### config.mk
export PLATFORM = sky130hd
export DESIGN_NAME = pwm_param_rx
export DESIGN_NICKNAME = d
export VERILOG_FILES = /design/src/rtl/pwm_param_rx_pkg.sv /design/src/rtl/pwm_param_rx_div_serial.sv /design/src/rtl/pwm_param_rx.sv
export SDC_FILE = /design/constraint.sdc
export NUM_CORES = 1
export LEC_CHECK = 0
export CAP_MARGIN = 20
export CORE_ASPECT_RATIO = 1.1
export CORE_MARGIN = 3
export CORE_UTILIZATION = 37
export DETAILED_ROUTE_END_ITERATION = 12
export PLACE_DENSITY_LB_ADDON = 0.05
export REMOVE_ABC_BUFFERS = 1
export SKIP_CTS_REPAIR_TIMING = 1
export SYNTH_ARGS = -nofsm -noshare
export SYNTH_HDL_FRONTEND = slang
export SYNTH_SLANG_ARGS = --single-unit
### constraint.sdc
create_clock -name clk -period 15.5 [get_ports clk]
set_clock_uncertainty 0.2 [all_clocks]
set_input_delay 3.875 -clock clk [delete_from_list [all_inputs] [get_ports clk]]
set_output_delay 3.875 -clock clk [all_outputs]
set_load 0.005 [all_outputs]
### src/rtl/pwm_param_rx_pkg.sv
// Shared definitions for the PWM parameter frame receiver: frame layout,
// duty limit and FSM state encoding.
package pwm_param_rx_pkg;

  localparam int FRAME_LEN = 5;

  // word positions inside a parameter frame
  localparam int W_CH   = 0;
  localparam int W_FREQ = 1;
  localparam int W_DUTY = 2;
  localparam int W_RSV  = 3;
  localparam int W_EN   = 4;

  localparam int DUTY_MAX = 100;

  typedef enum logic [2:0] {
    ST_IDLE,
    ST_DIV_P,
    ST_MUL,
    ST_DIV_H,
    ST_OUT
  } state_e;

endpackage

### src/rtl/pwm_param_rx_div_serial.sv
// Serial restoring divider: one quotient bit per cycle, W steps per division.
// The first step happens in the cycle start is high, so done pulses W cycles
// after start with quotient/remainder valid; results hold until the next start.
module pwm_param_rx_div_serial #(
  parameter int W = 40
) (
  input  logic         clk,
  input  logic         rst,
  input  logic         start,
  input  logic [W-1:0] dividend,
  input  logic [W-1:0] divisor,
  output logic         done,
  output logic [W-1:0] quotient,
  output logic [W-1:0] remainder
);

  localparam int CW = $clog2(W + 1);

  logic [W-1:0]  rem_q, rem_d, quo_q, quo_d, dsr_q, dsr_d;
  logic [CW-1:0] cnt_q, cnt_d;
  logic          done_q, done_d;
  logic [W-1:0]  op_rem, op_quo, op_dsr, diff;
  logic [W:0]    shl;

  // One restoring step on fresh operands (start) or on the running state
  always_comb begin
    op_rem = start ? '0 : rem_q;
    op_quo = start ? dividend : quo_q;
    op_dsr = start ? divisor : dsr_q;
    shl    = {op_rem, op_quo[W-1]};
    // partial remainder stays below the divisor, so W bits hold the difference
    diff   = shl[W-1:0] - op_dsr;

    rem_d  = rem_q;
    quo_d  = quo_q;
    dsr_d  = dsr_q;
    cnt_d  = cnt_q;
    done_d = 1'b0;
    if (start || cnt_q != '0) begin
      if (shl >= {1'b0, op_dsr}) begin
        rem_d = diff;
        quo_d = {op_quo[W-2:0], 1'b1};
      end else begin
        rem_d = shl[W-1:0];
        quo_d = {op_quo[W-2:0], 1'b0};
      end
      dsr_d  = op_dsr;
      cnt_d  = start ? CW'(W - 1) : cnt_q - CW'(1);
      done_d = !start && (cnt_q == CW'(1));
    end
  end

  // Divider state registers
  always_ff @(posedge clk or negedge rst) begin
    if (!rst) begin
      rem_q  <= '0;
      quo_q  <= '0;
      dsr_q  <= '0;
      cnt_q  <= '0;
      done_q <= 1'b0;
    end else begin
      rem_q  <= rem_d;
      quo_q  <= quo_d;
      dsr_q  <= dsr_d;
      cnt_q  <= cnt_d;
      done_q <= done_d;
    end
  end

  assign done      = done_q;
  assign quotient  = quo_q;
  assign remainder = rem_q;

endmodule

### src/rtl/pwm_param_rx.sv
// PWM parameter frame receiver: collects 5-word frames from the UDP stream,
// validates them and turns frequency/duty into clock-cycle counts using one
// shared serial divider, then issues a single-cycle config write.
module pwm_param_rx
  import pwm_param_rx_pkg::*;
#(
  parameter int PWM_NUM      = 5,
  parameter int ID_PWM_PARAM = 0,
  parameter int CLK_FREQ     = 100000000,
  parameter int DIV_W        = 40
) (
  input  logic        clk,
  input  logic        rst,
  input  logic [31:0] rx_axis_udp_tdata,
  input  logic        rx_axis_udp_tvalid,
  input  logic        rx_axis_udp_tlast,
  input  logic [7:0]  rx_axis_udp_tuser,
  output logic        cfg_valid,
  output logic [7:0]  cfg_channel,
  output logic [31:0] cfg_period,
  output logic [31:0] cfg_high,
  output logic        cfg_en,
  output logic        err_frame,
  output logic        err_ovr,
  output logic        busy
);

  // collector
  logic [2:0]  cnt_q, cnt_d;
  logic [7:0]  id_q, id_d, ch_q, ch_d;
  logic [31:0] freq_q, freq_d;
  logic [6:0]  duty_q, duty_d;
  logic        frame_end, id_match, frame_ok, accept;
  logic        err_frame_q, err_frame_d, err_ovr_q, err_ovr_d;

  // engine
  state_e      state_q, state_d;
  logic [7:0]  lch_q, lch_d;
  logic [6:0]  lduty_q, lduty_d;
  logic        len_q, len_d;
  logic [31:0] period_q, period_d;
  logic [38:0] product;

  // outputs
  logic        cfg_valid_q, cfg_valid_d, cfg_en_q, cfg_en_d;
  logic [7:0]  cfg_channel_q, cfg_channel_d;
  logic [31:0] cfg_period_q, cfg_period_d, cfg_high_q, cfg_high_d;

  // divider
  logic             div_start, div_done;
  logic [DIV_W-1:0] div_dividend, div_divisor, div_quo, div_rem_unused;
  logic [DIV_W-33:0] div_quo_hi_unused;

  assign busy              = (state_q != ST_IDLE);
  assign div_quo_hi_unused = div_quo[DIV_W-1:32];

  // Beat counting, word capture and the frame check on the tlast beat
  always_comb begin
    cnt_d  = cnt_q;
    id_d   = id_q;
    ch_d   = ch_q;
    freq_d = freq_q;
    duty_d = duty_q;
    if (rx_axis_udp_tvalid) begin
      case (cnt_q)
        3'(W_CH): begin
          ch_d = rx_axis_udp_tdata[7:0];
          id_d = rx_axis_udp_tuser;
        end
        3'(W_FREQ): freq_d = rx_axis_udp_tdata;
        3'(W_DUTY): duty_d = rx_axis_udp_tdata[6:0];
        3'(W_RSV):  ;  // reserved word is not interpreted
        default:    ;  // enable is taken straight off the tlast beat
      endcase
      if (rx_axis_udp_tlast)  cnt_d = '0;
      else if (cnt_q != 3'd7) cnt_d = cnt_q + 3'd1;
    end

    frame_end = rx_axis_udp_tvalid && rx_axis_udp_tlast;
    // a one-beat frame has its ID only on the live bus
    id_match  = ((cnt_q == 3'd0) ? rx_axis_udp_tuser : id_q) == 8'(ID_PWM_PARAM);
    frame_ok  = (cnt_q == 3'(FRAME_LEN - 1)) &&
                ({24'd0, ch_q} < 32'(PWM_NUM)) &&
                (freq_q != '0) && (freq_q <= 32'(CLK_FREQ / 2)) &&
                (duty_q <= 7'(DUTY_MAX));

    err_frame_d = frame_end && id_match && !frame_ok;
    err_ovr_d   = frame_end && id_match && frame_ok && busy;
    accept      = frame_end && id_match && frame_ok && !busy;
  end

  // Collector registers and error pulses
  always_ff @(posedge clk or negedge rst) begin
    if (!rst) begin
      cnt_q       <= '0;
      id_q        <= '0;
      ch_q        <= '0;
      freq_q      <= '0;
      duty_q      <= '0;
      err_frame_q <= 1'b0;
      err_ovr_q   <= 1'b0;
    end else begin
      cnt_q       <= cnt_d;
      id_q        <= id_d;
      ch_q        <= ch_d;
      freq_q      <= freq_d;
      duty_q      <= duty_d;
      err_frame_q <= err_frame_d;
      err_ovr_q   <= err_ovr_d;
    end
  end

  // Calculation sequence: period divide, duty multiply, high-time divide, write out
  always_comb begin
    state_d       = state_q;
    lch_d         = lch_q;
    lduty_d       = lduty_q;
    len_d         = len_q;
    period_d      = period_q;
    cfg_valid_d   = 1'b0;
    cfg_channel_d = cfg_channel_q;
    cfg_period_d  = cfg_period_q;
    cfg_high_d    = cfg_high_q;
    cfg_en_d      = cfg_en_q;
    product       = 39'(period_q) * 39'(lduty_q);
    div_start     = 1'b0;
    div_dividend  = DIV_W'(CLK_FREQ);
    div_divisor   = DIV_W'(freq_q);
    unique case (state_q)
      ST_IDLE: if (accept) begin
        lch_d     = ch_q;
        lduty_d   = duty_q;
        len_d     = rx_axis_udp_tdata[0];
        div_start = 1'b1;
        state_d   = ST_DIV_P;
      end
      ST_DIV_P: if (div_done) begin
        period_d = div_quo[31:0];
        state_d  = ST_MUL;
      end
      ST_MUL: begin
        div_start    = 1'b1;
        div_dividend = DIV_W'(product);
        div_divisor  = DIV_W'(DUTY_MAX);
        state_d      = ST_DIV_H;
      end
      ST_DIV_H: if (div_done) state_d = ST_OUT;
      ST_OUT: begin
        cfg_valid_d   = 1'b1;
        cfg_channel_d = lch_q;
        cfg_period_d  = period_q;
        cfg_high_d    = div_quo[31:0];
        cfg_en_d      = len_q;
        state_d       = ST_IDLE;
      end
      default: state_d = ST_IDLE;
    endcase
  end

  // Engine state and registered config outputs
  always_ff @(posedge clk or negedge rst) begin
    if (!rst) begin
      state_q       <= ST_IDLE;
      lch_q         <= '0;
      lduty_q       <= '0;
      len_q         <= 1'b0;
      period_q      <= '0;
      cfg_valid_q   <= 1'b0;
      cfg_channel_q <= '0;
      cfg_period_q  <= '0;
      cfg_high_q    <= '0;
      cfg_en_q      <= 1'b0;
    end else begin
      state_q       <= state_d;
      lch_q         <= lch_d;
      lduty_q       <= lduty_d;
      len_q         <= len_d;
      period_q      <= period_d;
      cfg_valid_q   <= cfg_valid_d;
      cfg_channel_q <= cfg_channel_d;
      cfg_period_q  <= cfg_period_d;
      cfg_high_q    <= cfg_high_d;
      cfg_en_q      <= cfg_en_d;
    end
  end

  pwm_param_rx_div_serial #(.W(DIV_W)) u_div (
    .clk       (clk),
    .rst       (rst),
    .start     (div_start),
    .dividend  (div_dividend),
    .divisor   (div_divisor),
    .done      (div_done),
    .quotient  (div_quo),
    .remainder (div_rem_unused)
  );

  assign cfg_valid   = cfg_valid_q;
  assign cfg_channel = cfg_channel_q;
  assign cfg_period  = cfg_period_q;
  assign cfg_high    = cfg_high_q;
  assign cfg_en      = cfg_en_q;
  assign err_frame   = err_frame_q;
  assign err_ovr     = err_ovr_q;

endmodule

==> metrics.txt <==
# TYPE chip_impl_metric gauge
chip_impl_info{name="outcome",value="completed"} 1
chip_impl_metric{name="combined_global_route_utilization_of_all_metal_layers",unit="%"} 18.9
chip_impl_metric{name="pwr_density_cell",unit="mW/mm^2"} 79.1
chip_impl_metric{name="number_of_global_route_vias_before_repair",unit=""} 17400
chip_impl_metric{name="synthCells",unit=""} 2237
chip_impl_metric{name="wirelength_routed",unit="mm"} 56.9
chip_impl_metric{name="grt_start_max_net_pins",unit=""} 144
chip_impl_metric{name="dr_total_vias",unit=""} 16100
chip_impl_metric{name="boundaryPins",unit=""} 121
chip_impl_metric{name="drc_errors",unit=""} 0
chip_impl_metric{name="dp_hpwl",unit="mm"} 40.1
chip_impl_info{name="timing.rr.end",value="u_div.remainder[21]"} 1
chip_impl_metric{name="timing.setup.tns",unit="ps"} 0
chip_impl_metric{name="pwr-share-seq",unit="%"} 46.1
chip_impl_metric{name="post_route_cells_drive_above_1_share",unit="%"} 11.6
chip_impl_metric{name="cts_htree_levels",unit=""} 2
chip_impl_metric{name="drt_first_pass_iters",unit=""} 4
chip_impl_metric{name="yosysUniqueCellTypes",unit=""} 70
chip_impl_metric{name="switching_share",unit="%"} 24.1
chip_impl_info{name="origin_of_the_critical_flop_to_flop_path",value="freq_q[27]"} 1
chip_impl_metric{name="final_util",unit="%"} 43.2
chip_impl_metric{name="routed_wire_length_per_instance",unit="um"} 18.3
chip_impl_info{name="synthFlopType",value="sky130_fd_sc_hd__dfrtp_1"} 1
chip_impl_metric{name="synth_area_per_cell",unit="um^2"} 9.83
chip_impl_info{name="startpoint_type",value="input pin"} 1
chip_impl_metric{name="gpl.final_weighted_congestion",unit=""} 0.847
chip_impl_metric{name="clk_sink_count",unit=""} 312
chip_impl_metric{name="initialDrtViolationCount",unit=""} 709
chip_impl_metric{name="finalWorstPathRequiredPeriod",unit="ps"} 10180
chip_impl_metric{name="antenna_violations_before_repair",unit=""} 0
chip_impl_metric{name="grt_overflow_total",unit=""} 0
chip_impl_info{name="synth.largest_area_cell",value="sky130_fd_sc_hd__dfrtp_1"} 1
chip_impl_metric{name="final_area",unit="mm^2"} 0.0253
chip_impl_metric{name="synth_cell_area",unit="mm^2"} 0.0220
chip_impl_metric{name="worstPathRequired",unit="ps"} 15790
chip_impl_metric{name="layout-area-overhead-vs-synth",unit="%"} 15.2
chip_impl_info{name="holdCritPathClass",value="flop to flop"} 1
chip_impl_metric{name="timing_max_transition_violations_final",unit=""} 0
chip_impl_metric{name="grt_pass1_wl",unit="mm"} 94.4
chip_impl_metric{name="maxCapViolations",unit=""} 0
chip_impl_metric{name="numCtsBuffers",unit=""} 40
chip_impl_metric{name="die_area",unit="mm^2"} 0.0624
chip_impl_metric{name="p_int",unit="mW"} 1.52
chip_impl_info{name="layout.cells.most_common",value="sky130_fd_sc_hd__dfrtp_1"} 1
chip_impl_metric{name="antenna_violating_nets_post_route",unit=""} 0
chip_impl_info{name="cts_tree",value="yes"} 1
chip_impl_metric{name="die_extent_in_y",unit="um"} 262
chip_impl_metric{name="timing_worst_slew_pin_value",unit="ps"} 935
chip_impl_metric{name="report.final.setup_viol",unit=""} 0
chip_impl_metric{name="r2r_setup_slack",unit="ps"} 8350
chip_impl_info{name="setup.worst_path.class",value="input pin to flop"} 1
chip_impl_info{name="highest_count_cells_in_the_layout_ignoring_fill_and_taps",value="sky130_fd_sc_hd__dfrtp_1, sky130_fd_sc_hd__inv_1, sky130_fd_sc_hd__nand2_1"} 1
chip_impl_info{name="whs_endpoint",value="u_div.dsr_q[38]"} 1
chip_impl_metric{name="min_period_over_period",unit="%"} 65.7
chip_impl_metric{name="crit_path_max_fanout",unit=""} 41
chip_impl_metric{name="synth_async_sr_flop_share",unit="%"} 100
chip_impl_metric{name="whs_path_depth",unit=""} 1
chip_impl_metric{name="data_arrival_time_at_the_worst_slack_endpoint",unit="ps"} 10470
chip_impl_metric{name="r2r_cells",unit=""} 19
chip_impl_metric{name="number_of_diodes",unit=""} 0
chip_impl_metric{name="portBuffers",unit=""} 120
chip_impl_metric{name="timing.fmax",unit="GHz"} 0.0983
chip_impl_metric{name="start_util",unit="%"} 37.5
chip_impl_info{name="hold_wc_startpoint",value="u_div.dsr_q[38]"} 1
chip_impl_metric{name="numnets_final",unit=""} 2621
chip_impl_metric{name="synth.yosys.seq_area_share",unit="%"} 35.5
chip_impl_metric{name="core_area",unit="mm^2"} 0.0586
chip_impl_info{name="synth.area.top_cells",value="sky130_fd_sc_hd__dfrtp_1, sky130_fd_sc_hd__fa_1, sky130_fd_sc_hd__mux2_2"} 1
chip_impl_metric{name="worstSkewPairLatency",unit="ps"} 570
chip_impl_info{name="timing.critical_path.to_type",value="flop"} 1
chip_impl_metric{name="power.combinational.fraction",unit="%"} 5.8
chip_impl_metric{name="total_switching_power",unit="mW"} 0.484
chip_impl_metric{name="p_clk_share",unit="%"} 48.0
chip_impl_metric{name="ratio_of_routed_vias_to_standard_cells",unit=""} 5.19
chip_impl_info{name="clock_tree.root_cell",value="sky130_fd_sc_hd__clkbuf_16"} 1
chip_impl_metric{name="clock_tree.buffer_depth",unit=""} 3
chip_impl_info{name="rsz0062_at_grt",value="no"} 1
chip_impl_metric{name="power_leakage",unit="nW"} 12.4
chip_impl_metric{name="synth_enable_flop_cells",unit=""} 0
chip_impl_metric{name="final-hold-violation-count",unit=""} 0
chip_impl_metric{name="yosys_warnings",unit=""} 0
chip_impl_info{name="startpoint",value="rx_axis_udp_tuser[5]"} 1
chip_impl_metric{name="die_w",unit="um"} 238
chip_impl_metric{name="fill_count",unit=""} 5744
chip_impl_metric{name="yosys_register_bits",unit=""} 312
chip_impl_metric{name="synth_top_area_share",unit="%"} 35.5
chip_impl_metric{name="core.rowCount",unit=""} 93
chip_impl_metric{name="placed_standard_cell_area",unit="mm^2"} 0.0240
chip_impl_metric{name="peakVddDrop",unit="V"} 0.0000739
chip_impl_metric{name="path_clk_slew",unit="ps"} 60
chip_impl_metric{name="slew-limit-headroom",unit="%"} 37.7
## metrics by stage
stage	worst slack [ps]	instances	hold WS [ps]	total power [mW]
global route	4760	3113	295	2.10
detailed placement	4740	3041	270	1.06
finish	5320	3113	276	2.00
CTS	5340	3113	281	2.04
floorplan	5700	2140	247	0.992
global placement	4930	3041	262	1.06
## final cells by class
type,instances,area [um^2],area share (%)
Timing Repair Buffer,141,1380,5.43
Clock buffer,54,1130,4.47
Multi-Input combinational cell,1567,12900,50.8
Clock inverter,18,226,0.894
Tap cell,760,951,3.75
Sequential cell,312,7810,30.8
Inverter,261,980,3.87
## metal layers
| layer | global-route usage [%] | part of all wire [%] | vias to the layer above |
|---|---|---|---|
| li1 | - | - | 7656 |
| met1 | 23.7 | 43 | 8205 |
| met2 | 34.4 | 51 | 212 |
| met3 | 2.29 | 2.9 | 75 |
| met4 | 5.11 | 2.6 | 0 |
| met5 | 0 | 0 | - |
## synth_stat cells, types with 5 or more instances
library cell / count
sky130_fd_sc_hd__or3_1: 9
sky130_fd_sc_hd__o22ai_1: 16
sky130_fd_sc_hd__o211ai_1: 9
sky130_fd_sc_hd__mux2i_1: 22
sky130_fd_sc_hd__and2_1: 181
sky130_fd_sc_hd__nand4_1: 21
sky130_fd_sc_hd__o21ai_0: 83
sky130_fd_sc_hd__xnor2_1: 35
sky130_fd_sc_hd__o21ai_1: 17
sky130_fd_sc_hd__dfrtp_1: 312
sky130_fd_sc_hd__a211oi_1: 15
sky130_fd_sc_hd__nor3_1: 18
sky130_fd_sc_hd__nor2b_1: 15
sky130_fd_sc_hd__inv_1: 261
sky130_fd_sc_hd__buf_1: 5
sky130_fd_sc_hd__nor2_1: 110
sky130_fd_sc_hd__fa_1: 150
sky130_fd_sc_hd__ha_1: 104
sky130_fd_sc_hd__mux2_2: 171
sky130_fd_sc_hd__and3_1: 16
sky130_fd_sc_hd__nor4_1: 11
sky130_fd_sc_hd__o21bai_1: 7
sky130_fd_sc_hd__nand3_1: 19
sky130_fd_sc_hd__buf_2: 8
sky130_fd_sc_hd__a21o_1: 32
sky130_fd_sc_hd__clkbuf_1: 82
sky130_fd_sc_hd__and4_1: 5
sky130_fd_sc_hd__xor2_1: 33
sky130_fd_sc_hd__nand2_1: 217
sky130_fd_sc_hd__a31oi_1: 11
sky130_fd_sc_hd__nand2b_1: 14
sky130_fd_sc_hd__a21oi_1: 128
sky130_fd_sc_hd__a22o_1: 23
sky130_fd_sc_hd__o21a_1: 10
## state kept, by name, indices dropped and copies added (netlist names), 6 cells and up
register / cells
cfg_channel: 8
ch_q: 8
cfg_period: 32
lduty_q: 7
id_q: 8
u_div.remainder: 40
u_div.dsr_q: 40
u_div.cnt_q: 6
period_q: 32
lch_q: 8
cfg_high: 32
duty_q: 7
freq_q: 32
u_div.quotient: 40
## critical path, cell delays in order
cell and delay (ps):
sky130_fd_sc_hd__clkdlybuf4s50_1 420, sky130_fd_sc_hd__or4_1 540, sky130_fd_sc_hd__a221oi_1 610, sky130_fd_sc_hd__nand4_1 470
sky130_fd_sc_hd__nor2_2 720, sky130_fd_sc_hd__buf_4 410, sky130_fd_sc_hd__a22o_1 190, sky130_fd_sc_hd__inv_1 50
sky130_fd_sc_hd__ha_1 410, sky130_fd_sc_hd__and3_1 260, sky130_fd_sc_hd__nand4_1 110, sky130_fd_sc_hd__a211oi_1 360
sky130_fd_sc_hd__o21ai_0 260, sky130_fd_sc_hd__a21o_1 290, sky130_fd_sc_hd__nor2_1 260, sky130_fd_sc_hd__a211o_2 700
sky130_fd_sc_hd__nand2_1 280, sky130_fd_sc_hd__o21ai_1 200
## how the worst max path moves through the flow
stage | endpoint | slack [ps] | cells past startpoint
2_1_floorplan | u_div.remainder[24] | 5700 | 16
3_3_place_gp | u_div.remainder[30] | 4930 | 17
3_5_place_dp | u_div.remainder[21] | 4740 | 18
4_1_cts | u_div.remainder[21] | 5340 | 18
5_1_grt | u_div.remainder[21] | 4760 | 19
6_report | u_div.remainder[21] | 5320 | 18
## cells by family (layout without fill, tap and decap cells)
kind of cell	Yosys count	after routing	share of synthesized area, %
adder cells (fa/ha/maj)	254	254	19.6
buffers and inverters	358	474	6.20
AND/OR/NAND/NOR	652	652	14.8
AO/OA/AOI/OAI	400	400	11.5
flip-flops	312	312	35.5
multiplexers	193	193	9.75
XOR/XNOR	68	68	2.71
## power by group through the flow
| stage | clock network [mW] | registers [mW] | logic (mW) |
|---|---|---|---|
| finish | 0.962 | 0.924 | 0.117 |
| global route | 1.03 | 0.934 | 0.131 |
| CTS | 1.00 | 0.925 | 0.121 |
| detailed placement | 0 | 0.939 | 0.120 |
| global placement | 0 | 0.938 | 0.117 |
| floorplan | 0 | 0.917 | 0.0751 |
Power figures use the tool's default switching activity.
